### src/rtl/g15_pkg.sv
// rtl/g15_pkg.sv - word geometry and bit-counter type for the late-bus recomplement gate
package g15_pkg;

  localparam int WORD_BITS = 29;
  localparam int PAIR_BITS = 2 * WORD_BITS;
  localparam int SIGN_SLOT = 0;
  localparam int CNT_W     = $clog2(PAIR_BITS);

  typedef logic [CNT_W-1:0] bit_cnt_t;

  // Index of the final bit time of a word or pair; the two's-complement sign lives there.
  function automatic bit_cnt_t last_bit(input logic dp);
    return dp ? bit_cnt_t'(PAIR_BITS - 1) : bit_cnt_t'(WORD_BITS - 1);
  endfunction

endpackage

### src/rtl/serial_negator.sv
// rtl/serial_negator.sv - LSB-first serial two's-complement negate (copy through first 1, then invert)
module serial_negator (
  input  logic clk_i,
  input  logic rst_i,
  input  logic clr_i,
  input  logic neg_i,
  input  logic d_i,
  output logic q_o
);

  logic seen_q;

  sr_ff u_seen (
    .clk_i (clk_i),
    .rst_i (rst_i),
    .set_i (d_i & ~clr_i),
    .clr_i (clr_i),
    .q_o   (seen_q)
  );

  assign q_o = (neg_i & seen_q) ? ~d_i : d_i;

endmodule

### src/rtl/sr_ff.sv
// rtl/sr_ff.sv - set/reset flag flop, set dominant, synchronous active-high reset
module sr_ff (
  input  logic clk_i,
  input  logic rst_i,
  input  logic set_i,
  input  logic clr_i,
  output logic q_o
);

  logic q_q;

  always_ff @(posedge clk_i) begin
    if (rst_i) begin
      q_q <= 1'b0;
    end else if (set_i) begin
      q_q <= 1'b1;
    end else if (clr_i) begin
      q_q <= 1'b0;
    end
  end

  assign q_o = q_q;

endmodule

### src/rtl/recomplement_gate_lb.sv
// rtl/recomplement_gate_lb.sv - serial two's-complement (late bus) to sign-magnitude, one word/pair delay
module recomplement_gate_lb
  import g15_pkg::*;
(
  input  logic CLOCK,
  input  logic rst,
  input  logic TS,
  input  logic T_ODD,
  input  logic DP,
  input  logic EN,
  input  logic LB,
  output logic SM,
  output logic SM_V,
  output logic OVFL
);

  logic [PAIR_BITS:0] sh_q, sh_d;
  bit_cnt_t           cap_cnt_q, cap_cnt_d;
  bit_cnt_t           em_cnt_q, em_cnt_d;
  logic               emit_go_q, emit_go_d;

  logic cap_act_q, cap_dp_q, em_act_q, em_dp_q, sign_q, any_one_q;
  logic cap_start, cap_last, em_last, dp_new, tap, mag_bit;

  assign dp_new    = DP & ~T_ODD;
  // An odd-word TS inside a pair capture is not a new word.
  assign cap_start = TS & EN & ~cap_act_q;
  assign cap_last  = cap_act_q & (cap_cnt_q == last_bit(cap_dp_q));
  assign em_last   = em_act_q & (em_cnt_q == last_bit(em_dp_q));

  sr_ff u_cap_act (.clk_i(CLOCK), .rst_i(rst), .set_i(cap_start),
                   .clr_i(cap_last), .q_o(cap_act_q));
  sr_ff u_cap_dp  (.clk_i(CLOCK), .rst_i(rst), .set_i(cap_start & dp_new),
                   .clr_i(cap_start & ~dp_new), .q_o(cap_dp_q));
  sr_ff u_em_act  (.clk_i(CLOCK), .rst_i(rst), .set_i(emit_go_q),
                   .clr_i(em_last), .q_o(em_act_q));
  sr_ff u_em_dp   (.clk_i(CLOCK), .rst_i(rst), .set_i(cap_last & cap_dp_q),
                   .clr_i(cap_last & ~cap_dp_q), .q_o(em_dp_q));
  sr_ff u_sign    (.clk_i(CLOCK), .rst_i(rst), .set_i(cap_last & LB),
                   .clr_i(cap_last & ~LB), .q_o(sign_q));
  // Any 1 among the magnitude bits; stays clear for the -2^(N-1) overflow case.
  sr_ff u_any_one (.clk_i(CLOCK), .rst_i(rst),
                   .set_i((cap_start | (cap_act_q & ~cap_last)) & LB),
                   .clr_i(cap_start), .q_o(any_one_q));

  always_comb begin
    sh_d      = {sh_q[PAIR_BITS-1:0], LB};
    emit_go_d = cap_last;
    cap_cnt_d = cap_cnt_q;
    em_cnt_d  = em_cnt_q;
    if (cap_start) begin
      cap_cnt_d = bit_cnt_t'(SIGN_SLOT + 1);
    end else if (cap_act_q) begin
      cap_cnt_d = cap_cnt_q + 1'b1;
    end
    if (emit_go_q) begin
      em_cnt_d = bit_cnt_t'(SIGN_SLOT + 1);
    end else if (em_act_q) begin
      em_cnt_d = em_cnt_q + 1'b1;
    end
  end

  always_ff @(posedge CLOCK) begin
    if (rst) begin
      sh_q      <= '0;
      cap_cnt_q <= '0;
      em_cnt_q  <= '0;
      emit_go_q <= 1'b0;
    end else begin
      sh_q      <= sh_d;
      cap_cnt_q <= cap_cnt_d;
      em_cnt_q  <= em_cnt_d;
      emit_go_q <= emit_go_d;
    end
  end

  // Output bit k carries input bit k-1, which sits N+1 stages back in the delay line.
  assign tap = em_dp_q ? sh_q[PAIR_BITS] : sh_q[WORD_BITS];

  serial_negator u_neg (
    .clk_i (CLOCK),
    .rst_i (rst),
    .clr_i (emit_go_q),
    .neg_i (sign_q),
    .d_i   (tap),
    .q_o   (mag_bit)
  );

  assign SM_V = emit_go_q | em_act_q;
  assign SM   = emit_go_q ? sign_q : (em_act_q & mag_bit);
  assign OVFL = emit_go_q & sign_q & ~any_one_q;

endmodule

### config.mk
export PLATFORM = sky130hd
export DESIGN_NAME = recomplement_gate_lb
export DESIGN_NICKNAME = d
export VERILOG_FILES = /design/src/rtl/g15_pkg.sv /design/src/rtl/serial_negator.sv /design/src/rtl/sr_ff.sv /design/src/rtl/recomplement_gate_lb.sv
export SDC_FILE = /design/constraint.sdc
export NUM_CORES = 1
export LEC_CHECK = 0
export ABC_AREA = 1
export CAP_MARGIN = 10
export CELL_PAD_IN_SITES_DETAIL_PLACEMENT = 1
export CELL_PAD_IN_SITES_GLOBAL_PLACEMENT = 2
export CORE_MARGIN = 2
export CORE_UTILIZATION = 32
export DETAILED_ROUTE_END_ITERATION = 10
export HOLD_SLACK_MARGIN = 0.08
export PLACE_DENSITY_LB_ADDON = 0.08
export SLEW_MARGIN = 20
export SYNTH_ARGS = -nofsm -noshare
export SYNTH_HDL_FRONTEND = slang
export SYNTH_HIERARCHICAL = 1
export SYNTH_SLANG_ARGS = --single-unit
### constraint.sdc
create_clock -name CLOCK -period 1.1 [get_ports CLOCK]
set_input_delay 0.11 -clock CLOCK [delete_from_list [all_inputs] [get_ports CLOCK]]
set_output_delay 0.11 -clock CLOCK [all_outputs]
set_load 0.005 [all_outputs]
==> qor.tcl <==
set qor(run_status) {finished with violations}
set qor(failed_checks) {setup timing}
set qor(power_density_mw_per_mm2) 1419
set qor(layout.cell_area.non_filler_sq_mm) 0.003586
set qor(synth_enable_flop_cells) 0
set qor(synth.net_count) 357
set qor(post-layout-total-power_mw) 5.089
set qor(final_cell_count_no_fill) 504
set qor(layout_min_cycle_time_ps) 1407
set qor(syn_warnings) 6
set qor(criticalPathCategory) {reg2out}
set qor(critical_path_required_ps) 990
set qor(design.core.area_sq_mm) 0.008299
set qor(power.leakage_nw) 1.391
set qor(setup_viol_count_final) 4
set qor(finalCritPeriodShare_pct) 127.9
set qor(io-pin-count) 10
set qor(wl_microns) 5208
set qor(worstSkewPairLatency_ps) 340
set qor(layout_commonest_cell) {sky130_fd_sc_hd__inv_1}
set qor(layout.filler_cells) 1025
set qor(most_used_cells_in_the_layout_excluding_fill_and_tap_cells) {81 x sky130_fd_sc_hd__inv_1, 74 x sky130_fd_sc_hd__nor2_1, 67 x sky130_fd_sc_hd__dfxtp_1, 26 x sky130_fd_sc_hd__buf_4, 25 x sky130_fd_sc_hd__nand2_1}
set qor(rsz0062_at_grt) {true}
set qor(route.vias.total) 2042
set qor(synth_cells) 348
set qor(layout_cell_share_with_drive_strength_beyond_1_pct) 31.83
set qor(diodes) 0
set qor(dpl_cell_area_sq_mm) 0.003163
set qor(clk_transition_reported_paths_ps) 80
set qor(skew_ps) 9.061
set qor(worst_ep_arrival_time_ps) 1300
set qor(area.growth.synth_to_final_pct) 29.33
set qor(final-hold-violation-count) 0
set qor(core_occupancy_in_the_finished_layout_pct) 43.21
set qor(mappedNetlistArea_sq_mm) 0.002773
set qor(route.detailed.vias_per_inst) 4.052
set qor(syn-mean-instance-area_sq_um) 7.967
set qor(maxCapViolCount) 0
set qor(dp_slack_ps) -460.4
set qor(grt_first_pass_wirelength_microns) 8928
set qor(synthArstFlopShare_pct) 0
set qor(post_synth_main_area_contributors) {sky130_fd_sc_hd__dfxtp_1 57%, sky130_fd_sc_hd__inv_1 13%, sky130_fd_sc_hd__nor2_1 11%}
set qor(slew_violations) 0
set qor(design.die.area_sq_mm) 0.009426
set qor(die-height_microns) 97.09
set qor(tns_ps) -701.3
set qor(dp_cells) 480
set qor(clk_root_buffer_cell) {sky130_fd_sc_hd__clkbuf_8}
set qor(place.detailed.hpwl_microns) 3152
set qor(grt_start_max_net_pins) 64
set qor(core.rowCount) 33
set qor(first_iter_violations) 22
set qor(setup_slack_ps) -306.7
set qor(place_congestion) 0.6970
set qor(nNetsFinal) 404
set qor(floorplan.initialDensity_pct) 33.41
set qor(yosysTopAreaCell) {sky130_fd_sc_hd__dfxtp_1}
set qor(critical_path.endpoint_type) {output pin}
set qor(critical_path.cell_chain) {o21ai_2 > inv_2 > nand3_1 > nand2_1 > nand3_1 > o21ai_1 > buf_2}
set qor(post_detailed_route_drc_marker_count) 0
set qor(critical_path.top_delay_family) {flip-flops}
set qor(max_freq_mhz) 710.9
set qor(grt_remaining_overflow) 0
set qor(cts_inserted_buffers) 9
set qor(cp_common_cell) {sky130_fd_sc_hd__nand3_1}
set qor(dieWidth_microns) 97.09
set qor(top_reg_cell_synth) {sky130_fd_sc_hd__dfxtp_1}
set qor(clock_tree_from_tritoncts) {built}
set qor(relSlewSlack_pct) 86.17
set qor(timing.hold.worst.class) {reg2reg}
set qor(ys_types) 21
set qor(drt_pre_antenna_iters) 4
set qor(critPathMaxStageDelay_ps) 360
set qor(worst_pin_slew_ps) 207.4
set qor(overall_global_routing_usage_pct) 11.74
set qor(ys_seq_area_share_pct) 57.04
set qor(routed_wire_length_per_instance_microns) 10.33
set qor(fin_hold_ws_ps) 397.4
set qor(initial_antenna_violation_count) 0
set qor(first_global_vias) 2032
set qor(level_count_of_the_clock_h_tree) 3
set qor(ir_drop_v) 0.0007066
set qor(worstSetupStartpointType) {register}
set qor(buffer_ports.inserted) 9
set qor(critPathSlowestCell) {sky130_fd_sc_hd__dfxtp_4}
set qor(synth_seq_cells) 79
set qor(timing.critical_path.buf_inv) 2
set qor(clkSinkCount) 79
set qor(clk_path_buf_depth) 2
set qor(post-synth-top-area-fraction_pct) 57.04
set qor(ant_nets) 0
set qor(top_fanout_value_on_the_critical_path) 4
-- synth_stat cells, types with 3 or more instances --
cell type,instances
sky130_fd_sc_hd__o21ai_0,5
sky130_fd_sc_hd__nor2_2,3
sky130_fd_sc_hd__a21oi_2,9
sky130_fd_sc_hd__nor2_4,4
sky130_fd_sc_hd__buf_2,7
sky130_fd_sc_hd__nand3_1,7
sky130_fd_sc_hd__inv_1,95
sky130_fd_sc_hd__a21oi_1,9
sky130_fd_sc_hd__nand2_2,5
sky130_fd_sc_hd__dfxtp_1,79
sky130_fd_sc_hd__nand2_1,35
sky130_fd_sc_hd__nor2_1,79
-- where the power goes --
part | internal, mW | switching (mW) | total, mW
clock network | 0.939 | 1.03 | 1.97
logic | 0.107 | 0.124 | 0.231
registers | 2.87 | 0.0199 | 2.89
total | 3.92 | 1.17 | 5.09
-- layout make-up --
cell class	count	area (sq um)	area share (%)
Tap cell	105	131.4	3.664
Multi-Input combinational cell	165	904.6	25.23
Clock inverter	4	30.03	0.8374
Clock buffer	11	151.4	4.222
Inverter	96	362.8	10.12
Sequential cell	79	1607	44.80
Timing Repair Buffer	44	399.1	11.13
-- final timing paths --
path,start,end,slack (ps),cells past startpoint
worst min register to register,sh_q[31],sh_q[32],400,2
worst max-delay path,u_em_dp/q_o,SM,-310,7
worst max register to register,u_em_dp/q_o,u_neg/u_seen/q_o,-270,9
worst min-delay path,sh_q[31],sh_q[32],400,2
-- cells by family (layout without fill, tap and decap cells) --
| kind of cell | after synthesis | in the layout | share of synthesized area, % |
|---|---|---|---|
| compound gates | 23 | 23 | 5.370 |
| xor+xnor | 1 | 1 | 0.3159 |
| fa+ha+maj | 2 | 2 | 0.9024 |
| buf+inv | 104 | 155 | 14.67 |
| flops | 79 | 79 | 57.04 |
| simple gates | 139 | 139 | 21.71 |
-- timing repair --
action | in CTS | in global routing
gates resized for setup | 34 | 49
endpoints found under the hold margin | 1 | 0
gates cloned | 0 | 1
pin swaps | 5 | 14
endpoints found under the setup margin | 9 | 77
buffers inserted | 6 | 2
hold buffers | 1 | 0
-- flip-flops by register name, summed over array words and instances, names as in the netlist --
register / flops
u_em_dp/q_o: 1
u_sign/q_o: 1
sh_q: 59
u_em_act/q_o: 1
emit_go_q: 1
u_any_one/q_o: 1
u_cap_dp/q_o: 1
u_neg/u_seen/q_o: 1
u_cap_act/q_o: 1
em_cnt_q: 6
cap_cnt_q: 6
-- per-layer routing --
layer	global-route usage, %	part of all wire, %	up-vias
li1	-	-	1081
met1	14.66	48	943
met2	18.96	48	9
met3	3.885	1.7	9
met4	4.225	1.8	0
met5	0	0	-
-- worst reg2reg max path: cells and delay by family (launching register included) --
family	cells	cell delay (ps)
buf+inv	6	580
flops	1	360
compound gates	2	270
simple gates	1	90
Power figures use the tool's default switching activity.
